`config.mk`:
```
export PLATFORM = sky130hd
export DESIGN_NAME = out_bits_packer
export DESIGN_NICKNAME = d
export VERILOG_FILES = /design/src/rtl/out_bits_packer_pkg.sv /design/src/rtl/out_bits_packer_bit_accumulator.sv /design/src/rtl/out_bits_packer.sv
export SDC_FILE = /design/constraint.sdc
export NUM_CORES = 1
export LEC_CHECK = 0
export ABC_AREA = 0
export BUFFER_PORTS_ARGS = -buffer_cell sky130_fd_sc_hd__buf_2
export CORE_MARGIN = 2
export CORE_UTILIZATION = 41
export DETAILED_ROUTE_END_ITERATION = 10
export PLACE_DENSITY = 0.56
export SYNTH_ARGS = -nofsm -noshare
export SYNTH_HDL_FRONTEND = slang
export SYNTH_HIERARCHICAL = 1
export SYNTH_SLANG_ARGS = --single-unit
```
`constraint.sdc`:
```
create_clock -name clk -period 8.2 [get_ports clk]
set_input_delay 2.46 -clock clk [delete_from_list [all_inputs] [get_ports clk]]
set_output_delay 2.46 -clock clk [all_outputs]
set_load 0.05 [all_outputs]
```
`src/rtl/out_bits_packer_pkg.sv`:
```
// Shared widths, FSM state type and small helpers for the output bit packer.
package out_bits_packer_pkg;

    localparam int unsigned OUT_WORD_W = 16;
    localparam int unsigned ACC_W      = 32;
    localparam int unsigned CNT_W      = 5;
    localparam int unsigned ACC_CNT_W  = 6;

    typedef enum logic [2:0] {
        StIdle,
        StHead,
        StPend,
        StTail,
        StFlush,
        StDone
    } state_e;

    function automatic logic [CNT_W-1:0] clamp16(input logic [CNT_W-1:0] v);
        return (v > 5'd16) ? 5'd16 : v;
    endfunction

endpackage

```
`src/rtl/out_bits_packer_bit_accumulator.sv`:
```
// 32-bit left-justified bit accumulator: appends up to 16 MSB-aligned bits behind the
// held bits, drains the top 16 bits, and builds a padded partial word for flush.
module out_bits_packer_bit_accumulator
    import out_bits_packer_pkg::*;
#(
    parameter logic FLUSH_PAD = 1'b0
) (
    input  logic                  clk,
    input  logic                  rst,
    input  logic                  app_en,
    input  logic [OUT_WORD_W-1:0] app_bits,
    input  logic [CNT_W-1:0]      app_cnt,
    input  logic                  drain_en,
    input  logic                  flush_en,
    output logic [ACC_CNT_W-1:0]  acc_cnt,
    output logic [OUT_WORD_W-1:0] drain_word,
    output logic [OUT_WORD_W-1:0] flush_word
);

    logic [ACC_W-1:0]      acc_q, acc_d, acc_dr, app_shift;
    logic [ACC_CNT_W-1:0]  cnt_q, cnt_d, cnt_dr;
    logic [OUT_WORD_W-1:0] keep_mask, app_masked, pad_mask;

    always_comb begin
        // Drain happens first so an append lands behind the post-drain occupancy.
        acc_dr     = drain_en ? {acc_q[15:0], 16'h0000} : acc_q;
        cnt_dr     = drain_en ? (cnt_q - 6'd16) : cnt_q;
        keep_mask  = ~(16'hFFFF >> app_cnt);
        app_masked = app_bits & keep_mask;
        app_shift  = {app_masked, 16'h0000} >> cnt_dr;

        acc_d = acc_dr;
        cnt_d = cnt_dr;
        if (flush_en) begin
            acc_d = '0;
            cnt_d = '0;
        end else if (app_en) begin
            acc_d = acc_dr | app_shift;
            cnt_d = cnt_dr + {1'b0, app_cnt};
        end
    end

    always_ff @(posedge clk or posedge rst) begin
        if (rst) begin
            acc_q <= '0;
            cnt_q <= '0;
        end else begin
            acc_q <= acc_d;
            cnt_q <= cnt_d;
        end
    end

    always_comb begin
        pad_mask   = 16'hFFFF >> cnt_q;
        drain_word = acc_q[31:16];
        flush_word = (acc_q[31:16] & ~pad_mask) | ({OUT_WORD_W{FLUSH_PAD}} & pad_mask);
    end

    assign acc_cnt = cnt_q;

endmodule

```
`src/rtl/out_bits_packer.sv`:
```
// Arithmetic-coder output sequencer: owns the pending (E3) counter, expands pending
// bits after the first emitted bit of a symbol and packs the stream into 16-bit words.
module out_bits_packer
    import out_bits_packer_pkg::*;
#(
    parameter int unsigned PEND_W    = 16,
    parameter logic        FLUSH_PAD = 1'b0
) (
    input  logic                  clk,
    input  logic                  rst,
    input  logic                  in_valid,
    output logic                  in_ready,
    input  logic [OUT_WORD_W-1:0] in_bits,
    input  logic [CNT_W-1:0]      in_count,
    input  logic [CNT_W-1:0]      in_pend,
    input  logic                  in_last,
    output logic                  out_valid,
    input  logic                  out_ready,
    output logic [OUT_WORD_W-1:0] out_word,
    output logic [CNT_W-1:0]      out_count,
    output logic                  out_last,
    output logic                  err_pend_ovf
);

    localparam logic [PEND_W-1:0] PEND_MAX = '1;

    state_e                state_q, state_d;
    logic [PEND_W-1:0]     pend_q, pend_d;
    logic [PEND_W:0]       pend_sum;
    logic                  err_q, err_d;
    logic [OUT_WORD_W-1:0] h_bits_q, h_bits_d;
    logic [CNT_W-1:0]      h_cnt_q, h_cnt_d, h_pend_q, h_pend_d;
    logic                  h_last_q, h_last_d;

    logic                  out_valid_q, out_valid_d, out_last_q, out_last_d;
    logic [OUT_WORD_W-1:0] out_word_q, out_word_d;
    logic [CNT_W-1:0]      out_count_q, out_count_d;

    logic                  app_en, drain_en, flush_en, out_free, app_ok, fire, b;
    logic [OUT_WORD_W-1:0] app_bits, drain_word, flush_word;
    logic [CNT_W-1:0]      app_cnt, cnt_c, pend_c, head_n, pend_n;
    logic [ACC_CNT_W-1:0]  acc_cnt;

    out_bits_packer_bit_accumulator #(
        .FLUSH_PAD (FLUSH_PAD)
    ) u_acc (
        .clk        (clk),
        .rst        (rst),
        .app_en     (app_en),
        .app_bits   (app_bits),
        .app_cnt    (app_cnt),
        .drain_en   (drain_en),
        .flush_en   (flush_en),
        .acc_cnt    (acc_cnt),
        .drain_word (drain_word),
        .flush_word (flush_word)
    );

    assign out_free = !out_valid_q || out_ready;
    assign app_ok   = (acc_cnt <= 6'd16);
    assign drain_en = (acc_cnt >= 6'd16) && out_free;
    assign in_ready = !rst && (state_q == StIdle) && app_ok;
    assign fire     = in_valid && in_ready;
    assign cnt_c    = clamp16(in_count);
    assign pend_c   = clamp16(in_pend);
    assign pend_sum = {1'b0, pend_q} + (PEND_W + 1)'(pend_c);
    assign b        = h_bits_q[15];
    assign head_n   = (pend_q > PEND_W'(15)) ? 5'd15 : pend_q[4:0];
    assign pend_n   = (pend_q > PEND_W'(16)) ? 5'd16 : pend_q[4:0];

    always_comb begin
        state_d  = state_q;
        pend_d   = pend_q;
        err_d    = err_q;
        h_bits_d = h_bits_q;
        h_cnt_d  = h_cnt_q;
        h_pend_d = h_pend_q;
        h_last_d = h_last_q;
        app_en   = 1'b0;
        app_bits = '0;
        app_cnt  = '0;
        flush_en = 1'b0;
        case (state_q)
            StIdle: begin
                if (fire) begin
                    if (cnt_c == '0) begin
                        pend_d = pend_sum[PEND_W] ? PEND_MAX : pend_sum[PEND_W-1:0];
                        if (pend_sum[PEND_W]) err_d = 1'b1;
                        if (in_last) state_d = StFlush;
                    end else if (pend_q == '0) begin
                        app_en   = 1'b1;
                        app_bits = in_bits;
                        app_cnt  = cnt_c;
                        pend_d   = PEND_W'(pend_c);
                        if (in_last) state_d = StFlush;
                    end else begin
                        h_bits_d = in_bits;
                        h_cnt_d  = cnt_c;
                        h_pend_d = pend_c;
                        h_last_d = in_last;
                        state_d  = StHead;
                    end
                end
            end
            StHead: begin
                if (app_ok) begin
                    app_en   = 1'b1;
                    app_bits = {b, {15{~b}}};
                    app_cnt  = head_n + 5'd1;
                    pend_d   = pend_q - PEND_W'(head_n);
                    state_d  = (pend_q > PEND_W'(head_n)) ? StPend : StTail;
                end
            end
            StPend: begin
                if (app_ok) begin
                    app_en   = 1'b1;
                    app_bits = {16{~b}};
                    app_cnt  = pend_n;
                    pend_d   = pend_q - PEND_W'(pend_n);
                    if (pend_q <= PEND_W'(16)) state_d = StTail;
                end
            end
            StTail: begin
                if (app_ok) begin
                    app_en   = 1'b1;
                    app_bits = {h_bits_q[14:0], 1'b0};
                    app_cnt  = h_cnt_q - 5'd1;
                    pend_d   = PEND_W'(h_pend_q);
                    state_d  = h_last_q ? StFlush : StIdle;
                end
            end
            StFlush: begin
                // Full words drain on their own; flush only once a partial word remains.
                if ((acc_cnt < 6'd16) && out_free) begin
                    flush_en = 1'b1;
                    pend_d   = '0;
                    state_d  = StDone;
                end
            end
            StDone: begin
                if (out_valid_q && out_ready) state_d = StIdle;
            end
            default: state_d = StIdle;
        endcase
    end

    always_comb begin
        out_valid_d = out_valid_q;
        out_word_d  = out_word_q;
        out_count_d = out_count_q;
        out_last_d  = out_last_q;
        if (out_valid_q && out_ready) out_valid_d = 1'b0;
        if (drain_en) begin
            out_valid_d = 1'b1;
            out_word_d  = drain_word;
            out_count_d = 5'd16;
            out_last_d  = 1'b0;
        end else if (flush_en) begin
            out_valid_d = 1'b1;
            out_word_d  = flush_word;
            out_count_d = acc_cnt[CNT_W-1:0];
            out_last_d  = 1'b1;
        end
    end

    always_ff @(posedge clk or posedge rst) begin
        if (rst) begin
            state_q     <= StIdle;
            pend_q      <= '0;
            err_q       <= 1'b0;
            h_bits_q    <= '0;
            h_cnt_q     <= '0;
            h_pend_q    <= '0;
            h_last_q    <= 1'b0;
            out_valid_q <= 1'b0;
            out_word_q  <= '0;
            out_count_q <= '0;
            out_last_q  <= 1'b0;
        end else begin
            state_q     <= state_d;
            pend_q      <= pend_d;
            err_q       <= err_d;
            h_bits_q    <= h_bits_d;
            h_cnt_q     <= h_cnt_d;
            h_pend_q    <= h_pend_d;
            h_last_q    <= h_last_d;
            out_valid_q <= out_valid_d;
            out_word_q  <= out_word_d;
            out_count_q <= out_count_d;
            out_last_q  <= out_last_d;
        end
    end

    assign out_valid    = out_valid_q;
    assign out_word     = out_word_q;
    assign out_count    = out_count_q;
    assign out_last     = out_last_q;
    assign err_pend_ovf = err_q;

endmodule

```
==> results of run 1 <==
cell families after synthesis:
logic type	Yosys count
AO/OA/AOI/OAI	367
XOR/XNOR	14
adder cells (fa/ha/maj)	16
buffers and inverters	136
flip-flops	108
multiplexers	61
other	1
AND/OR/NAND/NOR	398
worst max-delay path, cell delays in order:
cell,delay [ns]
buf_2,0.12
nor3b_1,0.36
and4b_1,0.33
nand3_2,0.20
nor3_1,0.27
nand2_1,0.08
o21ai_1,0.64
nand3_1,0.22
a221oi_1,0.74
mux2i_1,0.20
or3_1,0.34
o211a_1,0.15
a211oi_1,0.24
sequential cells by signal, indices dropped and copies added, names as in the netlist:
name	cells
out_word	16
u_acc/acc_q	32
out_last	1
h_cnt_q	5
h_last_q	1
h_bits_q	16
pend_q	16
out_valid	1
out_count	5
h_pend_q	5
u_acc/acc_cnt	6
state_q	3
err_pend_ovf	1
Yosys cell counts, types with 11 or more instances:
master	n	share of area
a21boi_0	13	0.011
a21oi_1	62	0.035
a221o_1	19	0.021
mux2i_1	35	0.040
a31oi_1	29	0.020
ha_1	14	0.020
a221oi_1	13	0.013
nor3_1	28	0.016
nor4_1	13	0.0092
nand3_1	25	0.014
or3_1	12	0.0085
o22ai_1	18	0.013
and2_1	15	0.011
nor2b_1	14	0.0099
nand2_1	130	0.055
clkbuf_1	58	0.025
nand2b_1	15	0.011
dfrtp_1	108	0.30
buf_4	19	0.016
o211ai_1	11	0.0093
o21ai_0	76	0.043
buf_2	18	0.010
a211oi_1	21	0.018
inv_1	27	0.011
nor2_1	90	0.038
mux2_2	24	0.030
worst paths after layout:
kind                                    end  slack (ns)
max                          u_acc/acc_q[2]        2.10
max reg2reg                  u_acc/acc_q[2]        2.88
max in group asynchronous       out_word[5]        5.19
min reg2reg                        out_last        0.48
min in group asynchronous  u_acc/acc_cnt[2]        2.24
min                                out_last        0.48
stage by stage:
step,hold slack [ns],setup WS [ns],utilization
2_1_floorplan,0.4430,1.727,-
3_3_place_gp,0.4587,1.912,0.4294
3_5_place_dp,0.4631,1.793,0.4294
4_1_cts,0.4814,2.171,0.4427
5_1_grt,0.5044,1.748,0.4427
6_report,0.4769,2.098,0.4427
per-layer routing:
layer | share of wire | wire (µm) | global-route usage
met5 | 0 | 0 | 0
met4 | 0.013 | 361 | 0.05467
met3 | 0.073 | 2119 | 0.03916
met2 | 0.43 | 12350 | 0.3768
met1 | 0.49 | 14000 | 0.3987
area by class of cell:
cell class | count | area, µm²
Clock inverter | 5 | 42.54
Fill cell | 2128 | 11790
Multi-Input combinational cell | 857 | 5525
Sequential cell | 108 | 2703
Clock buffer | 10 | 239.0
Timing Repair Buffer | 73 | 410.4
Inverter | 27 | 101.3
Tap cell | 275 | 344.1
where the power goes:
part	total (mW)	leakage [nW]	switching, mW	internal [mW]
Combinational	2.40	2.28	1.56	0.839
Sequential	0.985	1.41	0.250	0.735
Clock	0.450	0.141	0.232	0.218
==> results.sh, run 1 <==
export IMPL_status="finished, final reports clean"
export IMPL_clk_path_buf_depth=2
export IMPL_total_power_mw=3.833
export IMPL_htree_levels=3
export IMPL_startpoint_type="input port"
export IMPL_fp_dieH_um=151.1
export IMPL_drive_above_1_share=0.1407
export IMPL_async_reset_ff_frac=1.000
export IMPL_start_util=0.4191
export IMPL_synth_distinct_cells=94
export IMPL_drt_iter0_drc=831
export IMPL_coreArea_um2=21150
export IMPL_synthCells=1101
export IMPL_setup_tns_ns=0
export IMPL_synth_edff_count=0
export IMPL_p_leak_nw=3.834
export IMPL_port_buffers=55
export IMPL_syn_cell_area_um2=8866
export IMPL_grt_ovfl_total=0
export IMPL_worstPathRequired_ns=8.46
export IMPL_post_route_period_util=0.7441
export IMPL_fp_row_count=53
export IMPL_antenna_found_initial=0
export IMPL_io_pins=56
export IMPL_cts_root_buf="clkbuf_16"
export IMPL_r2r_start="pend_q[8]"
export IMPL_synth_xor_area_frac=0.01383
export IMPL_track_usage=0.2575
export IMPL_dieWidth_um=151.1
export IMPL_detail_route_vias_per_cell=6.438
export IMPL_antenna_left=0
export IMPL_holdPathStages=2
export IMPL_cp_max_fo=16
export IMPL_fin_crit_ns=6.102
export IMPL_critical_path_class="input port to register"
export IMPL_design_area_um2=9365
export IMPL_dp_hpwl_um=20460
export IMPL_place_inst=1340
export IMPL_die_area_um2=22820
export IMPL_diodes=0
export IMPL_slew_limit_headroom=0.1882
export IMPL_firstDrtPassIters=5
export IMPL_cts_tree="built"
export IMPL_reg2reg_depth=12
export IMPL_grt_pass1_vias=7898
export IMPL_worst_skew_pair_late_latency_ns=0.37
export IMPL_wl_um=28840
export IMPL_synthMuxAreaShare=0.07508
export IMPL_grt_max_degree=71
export IMPL_fin_nets=1123
export IMPL_syn2layout_area_growth_pct=5.631
export IMPL_cp_startpoint="rst"
export IMPL_cts_made_buffers=9
export IMPL_dpl_cell_area_um2=9084
export IMPL_synth_fa_ha_area_frac=0.02427
export IMPL_hold_path_startpoint="out_last"
export IMPL_ys_ff_latch=108
export IMPL_fin_cells=1355
export IMPL_clkTransAtPathRegs_ns=0.08
export IMPL_syn_area_per_cell_um2=8.053
export IMPL_yosysSeqAreaShare=0.3048
export IMPL_layout_commonest_cell="nand2_1"
export IMPL_gp_congestion=0.9535
export IMPL_ys_warn_count=6
export IMPL_vias=8724
export IMPL_maxCapViolations=0
export IMPL_power_density_nw_per_um2=409.2
export IMPL_cp_data_arrival_time_ns=6.36
export IMPL_hold_viol=0
export IMPL_wl_per_cell_um=21.28
export IMPL_fin_worst_skew_ns=0.01103
export IMPL_cts_sinks=108
export IMPL_critPathCaptureType="register"
export IMPL_fmaxAchievable_mhz=163.9
export IMPL_final_cell_mix="nand2_1, dfrtp_1, nor2_1, o21ai_0, a21oi_1"
export IMPL_grt_pass1_wl_um=45970
export IMPL_drv_slew=0
export IMPL_synth_compound_area_frac=0.2869
export IMPL_tightest_slew_ns=1.210
export IMPL_hold_buffers=0
export IMPL_setup_viol=0
export IMPL_yosys_area_share_simple=0.2223
export IMPL_synth_main_ff_cell="dfrtp_1"
export IMPL_vdd_drop_max_mv=0.1530
export IMPL_synth_nets=1148
export IMPL_synth_top_family_by_area="compound AO/OA/AOI/OAI gates"
export IMPL_cts_setup_buffers=0
export IMPL_drc=0
export IMPL_cts_repair_resized=0
export IMPL_hp_class="register to register"
export IMPL_rsz0062_at_grt="no"
Power figures use the tool's default switching activity.
==> run 2: changes to the inputs <==
Clock period 8.2 ns to 5.7 ns, I/O delays scaled along.
==> results.sh, run 2 (synthesized netlist as in run 1, its figures left out) <==
export IMPL_setup_viol=0
export IMPL_max_flop_register="u_acc/acc_q"
export IMPL_fp_row_count=53
export IMPL_largest_reg_flops=32
export IMPL_setup_tns_ns=0
export IMPL_worst_skew_pair_late_latency_ns=0.37
export IMPL_critPathCaptureType="register"
export IMPL_coreArea_um2=21150
export IMPL_dieWidth_um=151.1
export IMPL_port_buffers=55
export IMPL_worstPathRequired_ns=5.98
export IMPL_track_usage=0.2640
export IMPL_dp_hpwl_um=20900
export IMPL_multi_input_area_um2=5525
export IMPL_clk_path_buf_depth=2
export IMPL_status="finished, final reports clean"
export IMPL_fp_dieH_um=151.1
export IMPL_die_area_um2=22820
export IMPL_post_route_period_util=0.8703
export IMPL_fill_cells=2145
export IMPL_layout_commonest_cell="nand2_1"
export IMPL_drive_above_1_share=0.1556
export IMPL_grt_pass1_wl_um=47100
export IMPL_cts_repair_resized=0
export IMPL_drv_slew=0
export IMPL_cts_setup_buffers=0
export IMPL_hold_buffers=0
export IMPL_htree_levels=3
export IMPL_io_pins=56
export IMPL_clkTransAtPathRegs_ns=0.08
export IMPL_fin_worst_skew_ns=0.009858
export IMPL_vias=8699
export IMPL_cts_sinks=108
export IMPL_final_seq_area_um2=2703
export IMPL_critical_path_class="register to register"
export IMPL_wl_um=29330
export IMPL_maxCapViolations=0
export IMPL_startpoint_type="register"
export IMPL_start_util=0.4191
export IMPL_detail_route_vias_per_cell=6.331
export IMPL_final_cell_mix="nand2_1, dfrtp_1, nor2_1, o21ai_0, a21oi_1"
export IMPL_firstDrtPassIters=5
export IMPL_drt_iter0_drc=925
export IMPL_antenna_found_initial=0
export IMPL_slew_limit_headroom=0.2152
export IMPL_wl_per_cell_um=21.35
export IMPL_grt_pass1_vias=8085
export IMPL_cts_tree="built"
export IMPL_antenna_left=0
export IMPL_cp_data_arrival_time_ns=5.24
export IMPL_place_inst=1358
export IMPL_grt_ovfl_total=0
export IMPL_gp_congestion=0.9257
export IMPL_cp_max_fo=12
export IMPL_tightest_slew_ns=1.175
export IMPL_fin_crit_ns=4.961
export IMPL_fmaxAchievable_mhz=201.6
export IMPL_vdd_drop_max_mv=0.2467
export IMPL_hold_viol=0
export IMPL_p_leak_nw=3.933
export IMPL_hp_class="register to register"
export IMPL_cts_made_buffers=9
export IMPL_fin_cells=1374
export IMPL_power_density_nw_per_um2=590.7
export IMPL_grt_max_degree=48
export IMPL_cts_root_buf="clkbuf_16"
export IMPL_fin_nets=1141
export IMPL_diodes=0
export IMPL_drc=0
export IMPL_total_power_mw=5.619
export IMPL_syn2layout_area_growth_pct=7.282
export IMPL_rsz0062_at_grt="no"
[run 2: per-stage QoR]
step | cell area, µm² | setup slack [ns] | util | hold slack, ns
final | 9512 | 0.7392 | 0.4496 | 0.4774
after global routing | 9512 | 0.2199 | 0.4496 | 0.4960
after CTS | 9512 | 0.8181 | 0.4496 | 0.4847
after detailed placement | 9219 | 0.4943 | 0.4358 | 0.4643
after global placement | 9219 | 0.5503 | 0.4358 | 0.4558
after floorplan | 8866 | 0.7267 | - | 0.4430
[run 2: final timing paths]
kind	from	slack [ns]	cells after the start	end
setup reg to reg	pend_q[10]	0.74	12	u_acc/acc_q[15]
setup / recovery	pend_q[10]	0.74	12	u_acc/acc_q[15]
max in group asynchronous	rst	3.25	3	out_count[4]
hold / removal	out_last	0.48	2	out_last
hold reg to reg	out_last	0.48	2	out_last
min in group asynchronous	rst	1.47	2	h_pend_q[2]
[run 2: critical path, cell delays in order, from the launching register on]
cell and delay (ns):
dfrtp_1 0.49, or4_4 0.66, or4b_4 0.62, nor3_2 0.32
a21oi_1 0.14, o21ai_0 0.72, buf_4 0.29, nor2_1 0.11
a21boi_1 0.45, a221oi_2 0.16, mux2_2 0.32, a221o_1 0.35
a211oi_1 0.22
[run 2: metal layers]
metal / vias to the layer above / wire length, µm / GRT usage
li1: 4084 / - / -
met5: - / 0 / 0
met2: 361 / 12530 / 0.3811
met4: 0 / 524 / 0.06729
met3: 46 / 2053 / 0.03886
met1: 4208 / 14230 / 0.4095
[run 2: where the power goes]
part / switching [mW] / internal, mW / leakage (nW) / total [mW]
clock network: 0.335 / 0.319 / 0.147 / 0.654
registers: 0.257 / 1.06 / 1.41 / 1.32
logic: 2.38 / 1.26 / 2.38 / 3.65
total: 2.98 / 2.64 / 3.93 / 5.62
[run 2: final cells by class]
class	count	share of cell area
inverters	27	0.01066
clock buffers	10	0.02512
well taps	275	0.03617
multi-input cells	857	0.5809
flip-flops and latches	108	0.2841
repair buffers	91	0.05735
clock inverters	6	0.005656
